[config.mk]
export PLATFORM = sky130hd
export DESIGN_NAME = uart_tx_ctrl
export DESIGN_NICKNAME = d
export VERILOG_FILES = /design/src/rtl/uart_tx_ctrl.sv
export SDC_FILE = /design/constraint.sdc
export NUM_CORES = 1
export LEC_CHECK = 0
export CAP_MARGIN = 5
export CORE_MARGIN = 2
export CORE_UTILIZATION = 55
export DETAILED_ROUTE_END_ITERATION = 12
export PLACE_DENSITY = 0.87
export SLEW_MARGIN = 30
export SYNTH_ARGS = -nofsm -noshare
export SYNTH_HDL_FRONTEND = slang
export SYNTH_SLANG_ARGS = --single-unit
[constraint.sdc]
create_clock -name clk -period 4.1 [get_ports clk]
set_clock_uncertainty 0.1 [all_clocks]
set_input_delay 0.615 -clock clk [delete_from_list [all_inputs] [get_ports clk]]
set_output_delay 0.615 -clock clk [all_outputs]
set_load 0.02 [all_outputs]
[src/rtl/uart_tx_ctrl.sv]
// uart_tx_ctrl: tick-paced 8N1 UART transmit sequencer with start/busy/done handshake.
// Ports: clk, rst (async active-low), i_tick, i_tx_start, i_data -> o_tx, o_busy, o_tx_done.
module uart_tx_ctrl #(
    parameter int DATA_BITS  = 8,
    parameter int OVERSAMPLE = 16,
    parameter int STOP_TICKS = 16
) (
    input  logic                 clk,
    input  logic                 rst,
    input  logic                 i_tick,
    input  logic                 i_tx_start,
    input  logic [DATA_BITS-1:0] i_data,
    output logic                 o_tx,
    output logic                 o_busy,
    output logic                 o_tx_done
);

    localparam int SMAX = (OVERSAMPLE > STOP_TICKS) ? OVERSAMPLE : STOP_TICKS;
    localparam int SW   = (SMAX > 2) ? $clog2(SMAX) : 1;

    localparam logic [SW-1:0] S_BIT_LAST  = SW'(OVERSAMPLE - 1);
    localparam logic [SW-1:0] S_STOP_LAST = SW'(STOP_TICKS - 1);
    localparam logic [2:0]    N_LAST      = 3'(DATA_BITS - 1);

    typedef enum logic [1:0] {
        IDLE,
        START,
        DATA,
        STOP
    } state_t;

    state_t               state, state_d;
    logic [SW-1:0]        s, s_d;
    logic [2:0]           n, n_d;
    logic [DATA_BITS-1:0] b, b_d;
    logic                 tx_d;
    logic                 done_d;

    always_ff @(posedge clk or negedge rst) begin
        if (!rst) begin
            state     <= IDLE;
            s         <= '0;
            n         <= '0;
            b         <= '0;
            o_tx      <= 1'b1;
            o_tx_done <= 1'b0;
        end else begin
            state     <= state_d;
            s         <= s_d;
            n         <= n_d;
            b         <= b_d;
            o_tx      <= tx_d;
            o_tx_done <= done_d;
        end
    end

    always_comb begin
        state_d = state;
        s_d     = s;
        n_d     = n;
        b_d     = b;
        done_d  = 1'b0;
        case (state)
            IDLE: begin
                if (i_tx_start) begin
                    b_d     = i_data;
                    s_d     = '0;
                    n_d     = '0;
                    state_d = START;
                end
            end
            START: begin
                if (i_tick) begin
                    if (s == S_BIT_LAST) begin
                        s_d     = '0;
                        state_d = DATA;
                    end else begin
                        s_d = s + SW'(1);
                    end
                end
            end
            DATA: begin
                if (i_tick) begin
                    if (s == S_BIT_LAST) begin
                        s_d = '0;
                        b_d = b >> 1;
                        if (n == N_LAST) begin
                            state_d = STOP;
                        end else begin
                            n_d = n + 3'd1;
                        end
                    end else begin
                        s_d = s + SW'(1);
                    end
                end
            end
            STOP: begin
                if (i_tick) begin
                    if (s == S_STOP_LAST) begin
                        state_d = IDLE;
                        done_d  = 1'b1;
                    end else begin
                        s_d = s + SW'(1);
                    end
                end
            end
            default: begin
                state_d = IDLE;
            end
        endcase
    end

    // Line level is registered from the next state so it changes
    // together with the state, one cycle after the deciding edge.
    always_comb begin
        tx_d = 1'b1;
        case (state_d)
            START:   tx_d = 1'b0;
            DATA:    tx_d = b_d[0];
            default: tx_d = 1'b1;
        endcase
    end

    assign o_busy = (state != IDLE);

endmodule
# Yosys cells after proc, flatten, opt, wreduce, memory -nomap -nowiden
# Cells that the tools add are included.
[totals] register_bits=19 latchBits=0 ram_bits=0 rom_bits=0 input_bits=12 wordCells=58 memories=0
[classes] addsub=2 mul=0 n_div=0 order_cmp=0 n_eq_ne=14 shift=0 mux=28 bitwise_logic=0 n_reduce_logical=7
[op_table] operator="2-to-1 mux 8 bit" count=3
[op_table] operator="2-to-1 mux 4 bit" count=5
[op_table] operator="2-to-1 mux 2 bit" count=8
[op_table] operator="one-hot mux 8 bit (2 select lines)" count=1
[op_table] operator="2-to-1 mux 3 bit" count=4
[op_table] operator="!= test 2 bit, second input constant" count=6
[op_table] operator="one-hot mux 4 bit (3 select lines)" count=1
[op_table] operator="one-hot mux 2 bit (4 select lines)" count=1
[op_table] operator="AND reduction 4 bit" count=2
[op_table] operator="== test 2 bit, second input constant" count=3
[op_table] operator="one-hot mux 3 bit (2 select lines)" count=1
[op_table] operator="AND reduction 5 bit" count=1
[op_table] operator="adder 4 x 1 -> 4 bit, second input constant" count=1
[op_table] operator="== test 2 x 1 -> 1 bit, second input constant" count=2
[op_table] operator="== test 4 bit, second input constant" count=1
[op_table] operator="nonzero test 2 bit" count=2
[op_table] operator="adder 3 x 1 -> 3 bit, second input constant" count=1
[op_table] operator="== test 3 bit, second input constant" count=1
[op_table] operator="2-to-1 mux 1 bit" count=3
[op_table] operator="logical NOT 2 bit" count=1
[op_table] operator="!= test 2 x 1 -> 1 bit, second input constant" count=1
[op_table] operator="one-hot mux 1 bit (2 select lines)" count=1
[op_table] operator="OR reduction 2 bit" count=1

# Longest topological paths before layout
[depth] depth_word=7 ltp_mapped=8

# Worst setup path after synthesis
# No wires, ideal clock.
[synth_timing] kind="register to register" start="reg state[0]" end="reg n[0]" arrival_ns=1.626 setup_slack_ns=2.253 stages_incl_launch_ff=9 n_path_buf=1 cell_sequence="dfrtp_1 -> inv_1 -> ha_1 -> buf_2 -> nor2_1 -> a211o_1 -> nor2_1 -> mux2_1 -> a22o_1"
[synth_between] elab_chain_len=3
[synth_lines] element="start: declaration" line="32" text="state_t state, state_d;"
[synth_lines] element="start signal: assignment" line="48" text="state <= state_d;"
[synth_lines] element="== test 2 bit / logical NOT 2 bit (equally long branches)" line="63" text="case (state)"
[synth_lines] element="!= test 2 bit (no source line) / nonzero test 2 bit (equally long branches)"
[synth_lines] element="AND reduction 5 bit (no source line)"
[synth_lines] element="end signal: assignment" line="50" text="n <= n_d;"
[synth_lines] element="end: declaration" line="34" text="logic [2:0] n, n_d;"
# Parallel ways exist; a longest one is shown, timed or not.
# A chain may end at the register's enable or synchronous reset.

# Final worst setup path
[layout_timing] start="reg state[0]" end="out o_busy"
[layout_between] elab_chain_len=1
[layout_lines] element="nonzero test 2 bit" line="124" text="assign o_busy = (state != IDLE);"
[layout_lines] element="end: declaration" line="14" text="output logic o_busy,"
# No other way between the ends.

==> impl_metrics.env <==
export IMPL_cts_sinks=19
export IMPL_worstSkewPairLatency_ns=0.30
export IMPL_synthCells=104
export IMPL_wl_per_cell_um=15.6
export IMPL_drive_gt1_frac=0.136
export IMPL_critPathSlowestCell="clkdlybuf4s50_1"
export IMPL_critical_path_class="register to output pin"
export IMPL_cts_resized=0
export IMPL_yosys_area_top_type_share=0.413
export IMPL_setup_violations=0
export IMPL_cts_setup_buffers=0
export IMPL_synth_top_cells_by_area="dfrtp_1, a221oi_2, ha_1"
export IMPL_slew_headroom=0.678
export IMPL_syn_area_um2=1090
export IMPL_die_area_um2=2360
export IMPL_ys_types=33
export IMPL_drv_slew=0
export IMPL_fillers=150
export IMPL_max_cap_violations=0
export IMPL_register_area_um2=477
export IMPL_worstPathMaxFanout=9
export IMPL_cts_buffers_inserted=3
export IMPL_ant_nets=0
export IMPL_post_route_period_util=0.639
export IMPL_place_area_um2=1240
export IMPL_grt_usage=0.220
export IMPL_cts_max_level=1
export IMPL_cts_hold_fix_buffers=0
export IMPL_area_delta_synth_final_pct=16.1
export IMPL_startpoint_type="register"
export IMPL_yosysWarnings=0
export IMPL_firstDrtPassIters=4
export IMPL_status="finished clean"
export IMPL_rows=16
export IMPL_start_util=0.568
export IMPL_setup_tns_ns=0
export IMPL_clk_path_buf_depth=2
export IMPL_vdd_drop_max_uv=432
export IMPL_p_leak_nw=0.578
export IMPL_synth_async_reset_ratio=1.00
export IMPL_whs_ns=0.136
export IMPL_dp_hpwl_um=1730
export IMPL_place_gp_congestion=0.918
export IMPL_drc_errors=0
export IMPL_max_stage_delay_ns=0.62
export IMPL_crit_path_frequent_cell="inv_1"
export IMPL_dp_cells=141
export IMPL_cts_root_buffer_cell="clkbuf_4"
export IMPL_p_total_uw=700
export IMPL_period_needed_ns=2.62
export IMPL_grt_pass1_vias=867
export IMPL_vias_per_cell=5.93
export IMPL_core_area_um2=1920
export IMPL_crit_arrival_ns=1.90
export IMPL_grt_start_max_net_pins=20
export IMPL_power_density_nw_per_um2=553
export IMPL_rsz0062_at_grt="no"
export IMPL_synth_seq_cells=19
export IMPL_wl_um=2270
export IMPL_vias=860
export IMPL_ys_seq_area_frac=0.437
export IMPL_hold_viol=0
export IMPL_multi_input_area_um2=579
export IMPL_hp_class="input pin to asynchronous set/reset pin"
export IMPL_worstPathRequired_ns=3.38
export IMPL_stdcell_count=145
export IMPL_ios=15
export IMPL_worst_pin_slew_ns=0.482
export IMPL_path_cells="inv_1, ha_1, inv_1, clkdlybuf4s50_1"
export IMPL_cts_clk_slew_worst_paths_ns=0.10
export IMPL_diodes=0
export IMPL_end_kind="output pin"
export IMPL_fmax_mhz=382
export IMPL_fp_dieH_um=48.5
export IMPL_cts_tree="yes"
export IMPL_overflow=0
export IMPL_postSynthAreaPerCell_um2=10.5
export IMPL_antenna_found_initial=0
export IMPL_fin_nets=138
export IMPL_synth_top_cell_by_area="dfrtp_1"
export IMPL_grt_pass1_wl_um=3980
export IMPL_r2r_cells=7
export IMPL_synth_edf_count=0
export IMPL_numPortBuffers=14
export IMPL_drt_initial_drc_count=20
export IMPL_stdcell_area_um2=1270
export IMPL_synth_nets=123
export IMPL_chipWidth_um=48.5
export IMPL_yosys_most_used_dff="dfrtp_1"
stage by stage:
stage	worst slack, ns	utilization
after floorplan	2.25	-
after global placement	1.59	0.648
after detailed placement	1.45	0.648
after CTS	1.48	0.661
after global routing	1.34	0.659
final	1.48	0.659
Yosys cell counts (3+ instances only):
| cell | number |
|---|---|
| o21ai_0 | 3 |
| nand3_1 | 4 |
| dfrtp_1 | 18 |
| a221oi_2 | 6 |
| nor2_1 | 17 |
| a22o_1 | 5 |
| buf_2 | 3 |
| inv_1 | 4 |
| ha_1 | 7 |
| nand2_1 | 7 |
| a21oi_1 | 3 |
state kept, by name (all words and copies together) (netlist names):
signal,count
o_tx,1
s,4
o_tx_done,1
state,2
n,3
b,8
final cells by class:
cell class,count,share of cell area
flip-flops and latches,19,0.376
multi-input cells,77,0.458
clock buffers,4,0.0208
repair buffers,14,0.107
inverters,4,0.0119
well taps,27,0.0267
worst paths after layout:
check	startpoint	end	slack (ns)
min in group clk	b[7]	b[7]	0.41
hold / removal	rst	b[3]	0.14
setup / recovery	state[0]	o_busy	1.48
hold reg to reg	b[7]	b[7]	0.41
setup reg to reg	state[0]	n[0]	1.64
max in group asynchronous	rst	o_tx	3.44
metal layers:
layer	track usage	wire [µm]	up-vias
met2	0.398	1220	20
li1	-	-	414
met1	0.258	922	422
met5	0	0	-
met3	0.0309	79	4
met4	0.100	46	0
worst max-delay path: cells and delay by family, from the launching register on:
| kind | cells | cell delay, ns |
|---|---|---|
| buf+inv | 3 | 0.87 |
| flops | 1 | 0.42 |
| fa+ha+maj | 1 | 0.31 |
report_power, final:
part,switching [mW],internal (mW)
Combinational,0.185,0.131
Clock,0.0538,0.0379
Sequential,0.0437,0.248
Total,0.283,0.417
cells in the final DEF, fill, tap and decap left out, drive strengths merged, types with 2 or more instances in the layout:
cell,instances
inv,4
a32oi,2
nand3,4
nor2,18
a22o,5
and2,2
a221oi,6
mux2,2
nor2b,2
clkdlybuf4s50,13
o21ai,5
a211oi,2
nand2,7
a21oi,3
ha,7
clkbuf,4
dfrtp,18
cell families after synthesis:
| family | count (synthesis) | synth area share |
|---|---|---|
| fa+ha+maj | 7 | 0.0803 |
| mux | 3 | 0.0298 |
| flops | 19 | 0.437 |
| simple gates | 38 | 0.171 |
| compound gates | 29 | 0.250 |
| buf+inv | 8 | 0.0321 |
(Power assumes the default switching activity.)
